===== config.mk =====
export PLATFORM = sky130hd
export DESIGN_NAME = seq_dtree_eval_flat
export DESIGN_NICKNAME = d
export VERILOG_FILES = /design/src/rtl/seq_dtree_eval_if.sv /design/src/rtl/seq_dtree_eval.sv /design/src/flat_wrapper.sv
export SDC_FILE = /design/constraint.sdc
export NUM_CORES = 1
export LEC_CHECK = 0
export BUFFER_PORTS_ARGS = -buffer_cell sky130_fd_sc_hd__buf_2
export CORE_MARGIN = 1
export CORE_UTILIZATION = 58
export CTS_BUF_LIST = sky130_fd_sc_hd__clkbuf_8
export CTS_CLUSTER_SIZE = 24
export DETAILED_ROUTE_END_ITERATION = 10
export PLACE_DENSITY_LB_ADDON = 0.25
export SYNTH_ARGS = -nofsm -noshare
export SYNTH_HDL_FRONTEND = slang
export SYNTH_SLANG_ARGS = --single-unit

===== constraint.sdc =====
create_clock -name clk -period 4.25 [get_ports clk]
set_input_delay 0.6375 -clock clk [delete_from_list [all_inputs] [get_ports clk]]
set_output_delay 0.6375 -clock clk [all_outputs]
set_load 0.1 [all_outputs]

===== src/rtl/seq_dtree_eval_if.sv =====
// Handshake and configuration bundle for the sequential decision-tree evaluator.
// The slave side is the evaluator; the master side drives features, config and out_ready.
interface seq_dtree_eval_if #(
   parameter int N_FEAT    = 4,
   parameter int FEAT_W    = 8,
   parameter int CLASS_W   = 4,
   parameter int N_NODES   = 16,
   parameter int MAX_DEPTH = 8
) ();
   localparam int NA_W  = $clog2(N_NODES);
   localparam int FI_W  = $clog2(N_FEAT);
   localparam int CFG_W = 1 + FI_W + FEAT_W + 2 * NA_W;
   localparam int DEP_W = $clog2(MAX_DEPTH + 1);

   logic                     cfg_we;
   logic [NA_W-1:0]          cfg_addr;
   logic [CFG_W-1:0]         cfg_wdata;
   logic                     cfg_busy;
   logic                     in_valid;
   logic                     in_ready;
   logic [N_FEAT*FEAT_W-1:0] in_feat;
   logic                     out_valid;
   logic                     out_ready;
   logic [CLASS_W-1:0]       out_class;
   logic                     out_err;
   logic [DEP_W-1:0]         out_depth;

   modport slave (
      input  cfg_we, cfg_addr, cfg_wdata, in_valid, in_feat, out_ready,
      output cfg_busy, in_ready, out_valid, out_class, out_err, out_depth
   );

   modport master (
      output cfg_we, cfg_addr, cfg_wdata, in_valid, in_feat, out_ready,
      input  cfg_busy, in_ready, out_valid, out_class, out_err, out_depth
   );
endinterface


===== src/rtl/seq_dtree_eval.sv =====
// Sequential decision-tree evaluator: walks a register node table one node per cycle
// from entry 0 until a leaf, a depth overflow or an out-of-range child ends the walk.
module seq_dtree_eval #(
   parameter int N_FEAT    = 4,
   parameter int FEAT_W    = 8,
   parameter int CLASS_W   = 4,
   parameter int N_NODES   = 16,
   parameter int MAX_DEPTH = 8
) (
   input logic            clk,
   input logic            rst_n,
   seq_dtree_eval_if.slave bus
);
   localparam int NA_W  = $clog2(N_NODES);
   localparam int FI_W  = $clog2(N_FEAT);
   localparam int DEP_W = $clog2(MAX_DEPTH + 1);
   localparam int ENT_W = 1 + FI_W + FEAT_W + 2 * NA_W;

   typedef enum logic [1:0] {IDLE, WALK, DONE} state_t;

   state_t             state_q, state_nxt;
   logic [ENT_W-1:0]   tbl_q [N_NODES];
   logic [FEAT_W-1:0]  feat_q [N_FEAT];
   logic [NA_W-1:0]    node_q;
   logic [DEP_W-1:0]   depth_q;
   logic [CLASS_W-1:0] class_q;
   logic               err_q;
   logic [DEP_W-1:0]   odepth_q;

   logic               ent_leaf;
   logic [FI_W-1:0]    ent_fi;
   logic [FEAT_W-1:0]  ent_thr;
   logic [NA_W-1:0]    ent_t, ent_f;
   logic [NA_W-1:0]    child;
   logic [FEAT_W-1:0]  fsel;
   logic               accept, cfg_wr;
   logic               walk_leaf, walk_abort, walk_step;

   assign {ent_leaf, ent_fi, ent_thr, ent_t, ent_f} = tbl_q[node_q];

   assign accept = (state_q == IDLE) && bus.in_valid;
   assign cfg_wr = (state_q == IDLE) && bus.cfg_we && (int'(bus.cfg_addr) < N_NODES);

   always_ff @(posedge clk or negedge rst_n) begin
      if (!rst_n) state_q <= IDLE;
      else        state_q <= state_nxt;
   end

   always_comb begin
      state_nxt     = state_q;
      walk_leaf     = 1'b0;
      walk_abort    = 1'b0;
      walk_step     = 1'b0;
      fsel          = (int'(ent_fi) < N_FEAT) ? feat_q[ent_fi] : '0;
      child         = (fsel <= ent_thr) ? ent_t : ent_f;
      bus.in_ready  = (state_q == IDLE);
      bus.cfg_busy  = (state_q != IDLE);
      bus.out_valid = (state_q == DONE);
      bus.out_class = class_q;
      bus.out_err   = err_q;
      bus.out_depth = odepth_q;
      case (state_q)
         IDLE: if (bus.in_valid) state_nxt = WALK;
         WALK: begin
            if (ent_leaf) begin
               walk_leaf = 1'b1;
               state_nxt = DONE;
            end else if ((depth_q == DEP_W'(MAX_DEPTH)) || (int'(child) >= N_NODES)) begin
               // Both abort causes report the depth reached so far, which is MAX_DEPTH for overflow
               walk_abort = 1'b1;
               state_nxt  = DONE;
            end else begin
               walk_step = 1'b1;
            end
         end
         DONE: if (bus.out_ready) state_nxt = IDLE;
         default: state_nxt = IDLE;
      endcase
   end

   // Node table: every entry comes out of reset as a class-0 leaf
   always_ff @(posedge clk or negedge rst_n) begin
      if (!rst_n) begin
         for (int i = 0; i < N_NODES; i++) tbl_q[i] <= {1'b1, {(ENT_W-1){1'b0}}};
      end else if (cfg_wr) begin
         tbl_q[bus.cfg_addr] <= bus.cfg_wdata;
      end
   end

   always_ff @(posedge clk) begin
      if (accept) begin
         for (int j = 0; j < N_FEAT; j++) feat_q[j] <= bus.in_feat[j*FEAT_W +: FEAT_W];
      end
   end

   always_ff @(posedge clk or negedge rst_n) begin
      if (!rst_n) begin
         node_q   <= '0;
         depth_q  <= '0;
         class_q  <= '0;
         err_q    <= 1'b0;
         odepth_q <= '0;
      end else begin
         if (accept) begin
            node_q  <= '0;
            depth_q <= '0;
         end
         if (walk_step) begin
            node_q  <= child;
            depth_q <= depth_q + DEP_W'(1);
         end
         if (walk_leaf) begin
            class_q  <= ent_thr[CLASS_W-1:0];
            err_q    <= 1'b0;
            odepth_q <= depth_q;
         end
         if (walk_abort) begin
            class_q  <= '0;
            err_q    <= 1'b1;
            odepth_q <= depth_q;
         end
      end
   end
endmodule


===== src/flat_wrapper.sv =====
// flat-port wrapper written by rule: the top's interface ports become plain ports
module seq_dtree_eval_flat 
#(
   parameter int N_FEAT    = 4,
   parameter int FEAT_W    = 8,
   parameter int CLASS_W   = 4,
   parameter int N_NODES   = 16,
   parameter int MAX_DEPTH = 8
)
  (clk, rst_n, bus_cfg_we, bus_cfg_addr, bus_cfg_wdata, bus_in_valid, bus_in_feat, bus_out_ready, bus_cfg_busy, bus_in_ready, bus_out_valid, bus_out_class, bus_out_err, bus_out_depth);
  seq_dtree_eval_if #(.N_FEAT(N_FEAT), .FEAT_W(FEAT_W), .CLASS_W(CLASS_W), .N_NODES(N_NODES), .MAX_DEPTH(MAX_DEPTH)) bus_i ();
  input logic clk;
  input logic rst_n;
  input wire logic [$bits(bus_i.cfg_we)-1:0] bus_cfg_we;
  input wire logic [$bits(bus_i.cfg_addr)-1:0] bus_cfg_addr;
  input wire logic [$bits(bus_i.cfg_wdata)-1:0] bus_cfg_wdata;
  input wire logic [$bits(bus_i.in_valid)-1:0] bus_in_valid;
  input wire logic [$bits(bus_i.in_feat)-1:0] bus_in_feat;
  input wire logic [$bits(bus_i.out_ready)-1:0] bus_out_ready;
  output wire logic [$bits(bus_i.cfg_busy)-1:0] bus_cfg_busy;
  output wire logic [$bits(bus_i.in_ready)-1:0] bus_in_ready;
  output wire logic [$bits(bus_i.out_valid)-1:0] bus_out_valid;
  output wire logic [$bits(bus_i.out_class)-1:0] bus_out_class;
  output wire logic [$bits(bus_i.out_err)-1:0] bus_out_err;
  output wire logic [$bits(bus_i.out_depth)-1:0] bus_out_depth;
  assign bus_i.cfg_we = bus_cfg_we;
  assign bus_i.cfg_addr = bus_cfg_addr;
  assign bus_i.cfg_wdata = bus_cfg_wdata;
  assign bus_i.in_valid = bus_in_valid;
  assign bus_i.in_feat = bus_in_feat;
  assign bus_i.out_ready = bus_out_ready;
  assign bus_cfg_busy = bus_i.cfg_busy;
  assign bus_in_ready = bus_i.in_ready;
  assign bus_out_valid = bus_i.out_valid;
  assign bus_out_class = bus_i.out_class;
  assign bus_out_err = bus_i.out_err;
  assign bus_out_depth = bus_i.out_depth;
  seq_dtree_eval #(.N_FEAT(N_FEAT), .FEAT_W(FEAT_W), .CLASS_W(CLASS_W), .N_NODES(N_NODES), .MAX_DEPTH(MAX_DEPTH)) u_core (.clk(clk), .rst_n(rst_n), .bus(bus_i));
endmodule

==> results of run 1 <==
metal layers:
metal,up-vias,routed length (µm),track usage (%)
met5,-,0,0
met4,0,828,7.74
met3,60,2690,5.63
met2,337,16800,40.4
met1,4841,15900,40.0
li1,3865,-,-
worst paths after layout:
check / from / to / slack, ps / cells past startpoint
max: u_core.node_q[0] / u_core.node_q[3] / -40 / 15
min: rst_n / u_core.tbl_q[64] / 90 / 1
max reg2reg: u_core.node_q[0] / u_core.node_q[3] / -40 / 15
min reg2reg: u_core.bus.out_err / u_core.bus.out_err / 500 / 2
max in group asynchronous: rst_n / u_core.tbl_q[37] / 3090 / 2
min in group clk: bus_in_feat[1] / u_core.feat_q[0][1] / 210 / 1
cell type report:
| class | instances | area, µm² |
|---|---|---|
| clock inverters | 41 | 169 |
| diodes | 2 | 5.00 |
| fillers | 1878 | 8940 |
| well taps | 341 | 427 |
| clock buffers | 65 | 895 |
| inverters | 15 | 56.3 |
| flip-flops and latches | 355 | 9070 |
| multi-input cells | 534 | 6540 |
| repair buffers | 115 | 781 |
timing repair:
| item | 4_1_cts | 5_1_grt |
|---|---|---|
| hold buffers | 0 | 0 |
| setup buffers | 4 | 9 |
| gates resized for setup | 0 | 22 |
| setup endpoints to repair | 1 | 2 |
| pin swaps | 0 | 8 |
critical path, cell delays in order, from the launching register on:
cell and delay, ps:
dfrtp_4 490, buf_12 150, mux4_2 500, mux4_2 640, mux4_2 360, ha_4 230, nor2b_1 130, o211ai_1 230
a21oi_2 110, o31ai_4 320, buf_12 170, buf_8 130, buf_6 90, mux4_2 490, nand3_2 80, nand2_1 50
cell usage after synthesis, drive strengths merged, types with 2 or more instances:
master	n	area (µm²)
a21oi	6	30.0
a22o	2	17.5
a31oi	2	12.5
buf	23	143
clkbuf	41	154
dfrtp	307	7680
dfstp	16	420
edfxtp	32	961
ha	10	125
inv	15	56.3
mux2	313	3520
mux2i	5	50.1
mux4	96	2170
nand2	24	90.1
nand2b	4	25.0
nand3	9	45.0
nand3b	4	30.0
nand4	2	12.5
nor2	19	78.8
nor2b	6	37.5
nor3	3	25.0
o21ai	16	80.1
o31ai	2	20.0
or2	2	12.5
power groups by stage:
stage                     registers [W]  clock network [W]  logic, W
final                           0.00563            0.00272   0.00500
after global routing            0.00580            0.00292   0.00534
after CTS                       0.00561            0.00277   0.00455
after detailed placement        0.00567                  0   0.00450
after global placement          0.00561                  0   0.00436
after floorplan                 0.00558                  0   0.00340
cell families after synthesis:
logic type,after synthesis
AND/OR/NAND/NOR,76
flip-flops,355
buffers and inverters,79
AO/OA/AOI/OAI,33
multiplexers,414
XOR/XNOR,1
adder cells (fa/ha/maj),10
registers in the layout (all words and copies together) (netlist names):
name	flops
u_core.depth_q	4
u_core.state_q	2
u_core.bus.out_class	4
u_core.feat_q	32
u_core.node_q	4
u_core.tbl_q	304
u_core.bus.out_depth	4
u_core.bus.out_err	1
metrics by stage:
stage	power [W]	instance area (µm²)	std cells	worst slack [ps]	setup TNS, ps
final	0.0134	17900	1468	-36.8	-36.8
after global routing	0.0141	17900	1466	-135	-306
after CTS	0.0129	17800	1457	3.79	0
after detailed placement	0.0102	16700	1347	-81.0	-81.0
after global placement	0.00997	16700	1347	-35.6	-35.6
after floorplan	0.00899	15900	968	1.02	0
==> results.md, run 1 <==
- Worst hold path class: in -> async
- Worst vdd ir: between 0.3 and 0.4 mV
- Unrepaired setup endpoints after global routing: true
- GR Util All Layers: between 20% and 30%
- Kind of critical path: reg -> reg
- Outcome: finished, violations left
- First-pass GRT wire length: ~56000 µm
- Violated checks: negative setup slack
- Most frequent cells in the layout: mux2_2, dfrtp_1, mux4_2
- Area growth, synth to finish: 13.0%
- Mux cell area share after synthesis: 36.2%
- Synth cell types: about 40
- Critical Path Start Type: flop
- Initial drt markers: 807
- Comb power frac: a little under two fifths
- Chip Width: between 150 and 200 µm
- Seq pwr share: 42.2%
- Yosys warnings: 0
- Slew HR: 40.1%
- Post-synth EDFFs: 32
- Pleak: around 8 nW
- Clock power frac: 20.3%
- Register area share after synthesis: between 50% and 60%
- Worst skew pair latency: around 600 ps
- Layout Utilization: approximately two thirds
- Setup violations, final: 1
- Largest family of logic cells by synthesized area: multiplexers
- Die H: approximately 170 µm
- Largest net degree at the start of global routing: ~110
- Final hold slack: a little over 90 ps
- WL final: 36200 µm
- Predominant post-synthesis flop cell: dfrtp_1
- FP Rows: 60
- Crit. End Element: flop
- Most common cell after layout, fill and taps aside: mux2_2
- Root buffer selected by CTS: clkbuf_8
- Seq cells post-synth: 355
- Initial Utilization: roughly three fifths
- Xor/xnor share of the synthesized area: 0.0552%
- CTS max path bufs: 3
- Worst-Margin Slew: 895 ps
- Crit Path Max Fanout: 8
- Post-DP HPWL: around 21000 µm
- Synthesized area: 0.0159 mm²
- Post-route DRC: 0
- WP data arrival: ~4800 ps
- Max Fclk: around 0.23 GHz
- Core footprint: about 0.027 mm²
- Mapped Avg Cell Area: 16.4 µm²
- WL per Instance: about 25 µm
- Clock-pin slew on the worst setup and hold paths: approximately 60 ps
- Via-to-Cell Ratio: 6.20
- Layout Skew: 13.7 ps
- Final Slew Violations: 0
- NetSw: between 0.004 and 0.005 W
- # clock sinks: 355
- Max Cap Viol: 0
- Switching power share of the total: a little under a third
- Async SR Flop Fraction: 91.0%
- PwrDens: around 740 mW/mm²
- Cells after synthesis: 968
- TritonCTS clock tree: built
- Internal: about 0.009 W
- Port Buf Inserts: between 70 and 80
- Fin. Hold Viols: 0
- CTS buffer count: 57
- Post-Synth Adder-Cell Area: less than 1%
- Layout cells sized above 1: between 50 and 60%
- Final Cycle Share: 101%
- Total grt overflow: 0
- Overall via count from detail_route: ~9100
- Initial antenna violation count: 1
- Syn Nets: ~1000
- Total Nets Final: 1148
- Routability cong.: about 0.8
- Worst setup margin: -36.8 ps
- Die area: approximately 0.028 mm²
- Final ANT Viol Nets: 0
- H-tree depth: 2
- Required time of the critical path: 4740 ps
- Initial DRT Pass Iterations: 5
- Simple-gate share of the synthesized area: 2.39%
- Top Ports: 72
- Minimum clock period: roughly 4300 ps
- Vias in the first global route: ~9300
- Compound-Gate Fraction of Synth Area: between 1 and 1.5%
Power figures use the tool's default switching activity.
==> inputs of run 2 (changes only) <==
--- a/config.mk
+++ b/config.mk
@@ -6,8 +6,10 @@
 export NUM_CORES = 1
 export LEC_CHECK = 0
 export BUFFER_PORTS_ARGS = -buffer_cell sky130_fd_sc_hd__buf_2
+export CELL_PAD_IN_SITES_DETAIL_PLACEMENT = 2
+export CELL_PAD_IN_SITES_GLOBAL_PLACEMENT = 2
 export CORE_MARGIN = 1
-export CORE_UTILIZATION = 58
+export CORE_UTILIZATION = 43
 export CTS_BUF_LIST = sky130_fd_sc_hd__clkbuf_8
 export CTS_CLUSTER_SIZE = 24
 export DETAILED_ROUTE_END_ITERATION = 10
==> run 2 against run 1 <==
  * The flow now finishes without violations
  * First-iteration DRC count shrank 45%
  * Global-route usage down 3.3 points
  * Flip-flop and latch count stayed put
  * Non-clock buffer count shrank 2
  * Fmax is 3.2% higher
  * Largest cell class unchanged
  * Setup slack better by 130 ps
  * Critical path type unchanged
==> results.md, run 2 (synthesized netlist as in run 1, its figures left out) <==
- PwrDens: roughly 760 mW/mm²
- First-pass GRT wire length: roughly 66000 µm
- Worst hold path class: in -> reg
- Worst vdd ir: around 0.22 mV
- Setup violations, final: 0
- Worst-Margin Slew: 766 ps
- Slew HR: about 50%
- DP Area: approximately 0.017 mm²
- WL final: ~43000 µm
- Minimum clock period: between 4000 and 5000 ps
- FP Rows: 70
- Crit Path Max Fanout: 8
- Unrepaired setup endpoints after global routing: true
- Reg2reg setup slack: 100 ps
- Crit. End Element: flop
- CTS max path bufs: 3
- Initial drt markers: between 400 and 500
- TritonCTS clock tree: built
- Initial DRT Pass Iterations: 4
- Worst skew pair latency: around 640 ps
- Die area: between 0.03 and 0.04 mm²
- WP data arrival: roughly 4700 ps
- Final Cycle Share: between 90% and 100%
- # fillers: 3276
- Max reg flops: 304
- Inst Count DP: roughly 1500
- # clock sinks: between 300 and 400
- Post-route DRC: 0
- Post-DP HPWL: between 20000 and 30000 µm
- Overall via count from detail_route: ~9100
- Layout Skew: about 23 ps
- Largest net degree at the start of global routing: approximately 100
- Chip Width: 194 µm
- Required time of the critical path: approximately 4800 ps
- Final ANT Viol Nets: 0
- Max stage delay cell, worst path: mux4_2
- Final Slew Violations: 0
- WP buf/inv: 2
- Final Cell Area: roughly 0.018 mm²
- Top Ports: about 70
- Layout cells sized above 1: between 50% and 60%
- Leading registers by flop count: u_core.tbl_q: 304 flops, u_core.feat_q: 32 flops
- Vias in the first global route: 10500
- Outcome: finished clean
- Max Fclk: about 0.24 GHz
- CP cell instances: mux4_2, mux4_2, buf_12, mux4_2, ha_4, nor2b_4, o211ai_1, a21oi_2, o31ai_4, buf_12, mux2_2, a222oi_1, o21ai_1
- Total Nets Final: ~1100
- CTS buffer count: 60
- Reg with most FFs: u_core.tbl_q
- Worst Hold Launch: bus_in_feat[20]
- Port Buf Inserts: roughly 70
- Final hold slack: 185 ps
- R2R cell count: 13
- Most common cell after layout, fill and taps aside: mux2_2
- Fin. Hold Viols: 0
- Cell family with most CP delay: multiplexers
- Crit path top cell by count: mux4_2
- Kind of critical path: reg -> reg
- Clock-pin slew on the worst setup and hold paths: ~60 ps
- H-tree depth: 2
- WHS Path Cells: 1
- WL per Instance: 26.6 µm
- Via-to-Cell Ratio: about 5.7
- Worst Hold Endpoint: u_core.feat_q[2][4]
- Pleak: ~8 nW
- Overall Power: about 0.014 W
- Routability cong.: between 0.7 and 0.8
- Core footprint: ~0.036 mm²
- Die H: 194 µm
- Worst r2r src: u_core.node_q[0]
- GR Util All Layers: 23.6%
- Critical Path Start Type: flop
- Area growth, synth to finish: 15.2%
- Most frequent cells in the layout: mux2_2, dfrtp_1, mux4_2
- Critical Path Source: u_core.node_q[0]
- Root buffer selected by CTS: clkbuf_8
- Initial antenna violation count: 3
- Layout Utilization: around half
- Initial Utilization: a little over two fifths
- Non-Filler Instances: 1599
- Max Cap Viol: 0
- RR Endpoint: u_core.node_q[1]
- Total grt overflow: 0
- Worst path max stage delay: ~530 ps
[run 2: what timing repair did]
action                                  in CTS  in global routing
setup buffers                                6                  1
hold buffers                                 1                  0
pin swaps                                    6                  8
endpoints found under the hold margin       61                  0
endpoints found under the setup margin       4                  4
resized for setup                            6                  7
[run 2: worst reg2reg max path: cells and delay by family (launching register included)]
family / cells / cell delay (ps)
and+or+nand+nor: 1 / 120
buffers and inverters: 2 / 340
AOI/OAI and AO/OA: 5 / 970
DFF: 1 / 520
adders and majority gates: 1 / 230
muxes: 4 / 1850
[run 2: how the worst max path moves through the flow]
stage	to	slack, ps	depth (start not counted)
after CTS	u_core.node_q[1]	-5	13
after global placement	u_core.node_q[1]	-70	12
final	u_core.node_q[1]	100	13
after global routing	u_core.node_q[1]	-60	13
after detailed placement	u_core.node_q[1]	-160	11
after floorplan	u_core.node_q[1]	1	14
[run 2: metal layers]
layer | vias to the layer above | GRT usage [%] | part of all wire (%)
met5 | - | 0 | 0.063
met1 | 4964 | 31.7 | 44
met3 | 83 | 4.52 | 4.2
li1 | 3866 | - | -
met2 | 184 | 38.4 | 49
met4 | 4 | 8.05 | 2.5
[run 2: area by class of cell]
| cell class | instances | area [µm²] | share of cell area (%) |
|---|---|---|---|
| Timing Repair Buffer | 113 | 749 | 4.10 |
| Clock inverter | 29 | 125 | 0.684 |
| Antenna cell | 1 | 2.50 | 0.0137 |
| Inverter | 15 | 56.3 | 0.308 |
| Multi-Input combinational cell | 534 | 6550 | 35.8 |
| Tap cell | 468 | 586 | 3.20 |
| Sequential cell | 355 | 9070 | 49.6 |
| Clock buffer | 84 | 1160 | 6.32 |
[run 2: power breakdown]
group	total [W]	internal [W]	leakage, nW	switching, W
combinational	0.00497	0.00272	2.98	0.00225
sequential	0.00570	0.00491	4.45	0.000785
clock	0.00315	0.00175	0.738	0.00141
total	0.0138	0.00938	8.18	0.00445
[run 2: through the flow]
step                      setup TNS, ps  worst slack [ps]
after floorplan                       0              1.02
after global placement            -77.3             -73.5
after detailed placement           -252              -164
after CTS                         -5.19             -5.19
after global routing              -59.5             -59.5
final                                 0              96.5
==> inputs of run 3 (changes only) <==
--- a/config.mk
+++ b/config.mk
@@ -14,6 +14,7 @@
 export CTS_CLUSTER_SIZE = 24
 export DETAILED_ROUTE_END_ITERATION = 10
 export PLACE_DENSITY_LB_ADDON = 0.25
+export REMOVE_ABC_BUFFERS = 1
 export SYNTH_ARGS = -nofsm -noshare
 export SYNTH_HDL_FRONTEND = slang
 export SYNTH_SLANG_ARGS = --single-unit
==> run 3 against run 2 <==
  * The flow now finishes with violations (negative setup slack)
  * Hold slack got worse by 120 ps
  * Power fell by 0.33%
  * Clock-buffer cell count shrank 10
  * Register-to-register slack worse by 140 ps
  * Via count grew 0.99%
  * First-iteration DRC count increased by 12%
  * Flip-flop and latch count stayed put
  * Fmax decreased by 3.3%
  * Utilization down 0.11 points
  * Cell count about the same
  * Highest routed layer unchanged
==> results.md, run 3 (synthesized netlist as in run 1, its figures left out) <==
- Outcome: finished, violations left
- Violated checks: negative setup slack
- # fillers: 3291
- Unrepaired setup endpoints after global routing: true
- DP Area: about 0.017 mm²
- Worst skew pair latency: around 620 ps
- Clock-pin slew on the worst setup and hold paths: around 60 ps
- Post-cts hold buffer count: 0
- Minimum clock period: 4290 ps
- Final Cycle Share: 101%
- Worst vdd ir: approximately 0.29 mV
- Final ANT Viol Nets: 0
- Crit. End Element: flop
- Via-to-Cell Ratio: ~5.8
- Initial drt markers: around 490
- WL final: between 40000 and 50000 µm
- GR Util All Layers: 24.0%
- Reg with most FFs: u_core.tbl_q
- Leading registers by flop count: u_core.tbl_q: 304 flops, u_core.feat_q: 32 flops
- Fin. Hold Viols: 0
- Area growth, synth to finish: 15.0%
- Most common cell after layout, fill and taps aside: mux2_2
- Slew HR: roughly 37%
- Port Buf Inserts: just over 70
- Root buffer selected by CTS: clkbuf_8
- Layout Utilization: between 50 and 60%
- R2R cell count: 12
- Initial antenna violation count: 2
- CTS buffer count: 58
- Max Fclk: between 0.2 and 0.25 GHz
- Final Cell Area: between 0.015 and 0.02 mm²
- Largest net degree at the start of global routing: 111
- Initial Utilization: around 44%
- Post-route DRC: 0
- FP Rows: 70
- Max Cap Viol: 0
- Overall via count from detail_route: between 9000 and 10000
- Worst setup margin: -43.6 ps
- Pleak: around 8.2 nW
- Kind of critical path: reg -> reg
- Layout cells sized above 1: 57.4%
- Die H: approximately 190 µm
- Total Nets Final: 1151
- Total grt overflow: 0
- Routability cong.: between 0.7 and 0.8
- CTS max path bufs: 3
- Core footprint: about 0.036 mm²
- Chip Width: roughly 190 µm
- Crit Path Max Fanout: 7
- Most frequent cells in the layout: mux2_2, dfrtp_1, mux4_2
- H-tree depth: 2
- Top Ports: ~70
- WL per Instance: about 28 µm
- Setup violations, final: 2
- Required time of the critical path: 4740 ps
- PwrDens: about 760 mW/mm²
- # clock sinks: roughly 360
- Final Slew Violations: 0
- Die area: between 0.03 and 0.04 mm²
- TritonCTS clock tree: built
- Layout Skew: roughly 14 ps
- WP data arrival: ~4800 ps
- First-pass GRT wire length: 67600 µm
- Worst hold path class: in -> async
- Vias in the first global route: ~10000
- Max reg flops: approximately 300
- Worst-Margin Slew: 947 ps
- Initial DRT Pass Iterations: 4
- Post-DP HPWL: approximately 26000 µm
- Critical Path Start Type: flop
==> run 3: changes by cell type in the layout (fill, tap and decap cells not counted), moves of 2 or more <==
cell / previous run / this run
clkbuf_8: 84 / 74
buf_6: 1 / 5
clkinv_2: 7 / 4
nand2_1: 24 / 21
mux4_2: 94 / 96
mux4_1: 2 / 0
nand2_2: 0 / 3
inv_1: 35 / 43
==> run 3: area by class of cell <==
| class | count | area (µm²) | share of cell area (%) |
|---|---|---|---|
| flip-flops and latches | 355 | 9070 | 49.7 |
| inverters | 15 | 56.3 | 0.309 |
| clock buffers | 74 | 1020 | 5.58 |
| multi-input cells | 534 | 6550 | 35.9 |
| clock inverters | 34 | 136 | 0.747 |
| repair buffers | 117 | 830 | 4.55 |
| well taps | 468 | 586 | 3.21 |
| diodes | 1 | 2.50 | 0.0137 |
==> run 3: repair_timing <==
action | in CTS | in global routing
gates cloned | 0 | 1
pin swaps | 1 | 8
gates resized for setup | 5 | 17
endpoints found under the setup margin | 4 | 4
setup buffers | 6 | 8
==> run 3: worst paths after layout <==
check / startpoint / endpoint / slack [ps]
min in group clk: bus_in_feat[15] / u_core.feat_q[1][7] / 190
worst min-delay path: rst_n / u_core.bus.out_depth[3] / 70
worst max-delay path: u_core.node_q[0] / u_core.node_q[1] / -40
worst max register to register: u_core.node_q[0] / u_core.node_q[1] / -40
max in group asynchronous: rst_n / u_core.tbl_q[70] / 3170
worst min register to register: u_core.tbl_q[292] / u_core.tbl_q[292] / 500
==> run 3: metrics by stage <==
stage          std cells  total power [W]  TNS (ps)  setup WS (ps)  hold slack (ps)
6_report            1598           0.0138     -75.2          -43.6             65.8
5_1_grt             1597           0.0145      -616           -201              128
4_1_cts             1588           0.0135         0           3.63              101
3_5_place_dp        1474           0.0104      -122          -81.0              491
3_3_place_gp        1474           0.0101         0           52.3              481
2_1_floorplan        904          0.00890    -15290          -2680              342
==> run 3: critical path: stages, from the launching register on <==
cell and delay (ps):
dfrtp_4 520, mux4_2 520, mux4_2 620, buf_4 190, mux4_2 420, ha_1 380, nand4_1 150, or2_2 310
o31ai_2 70, buf_6 190, mux2_4 310, a222oi_1 360, o21ai_1 120
==> run 3: power by group <==
part,switching (W),internal (W),total (W)
combinational,0.00232,0.00280,0.00512
sequential,0.000813,0.00491,0.00573
clock,0.00138,0.00155,0.00294
total,0.00451,0.00926,0.0138
==> run 3: metal layers <==
layer  routed length [µm]  track usage [%]
met5                   12                0
met4                  955             7.47
met3                 2030             3.91
met2                21700             39.4
met1                19300             32.9
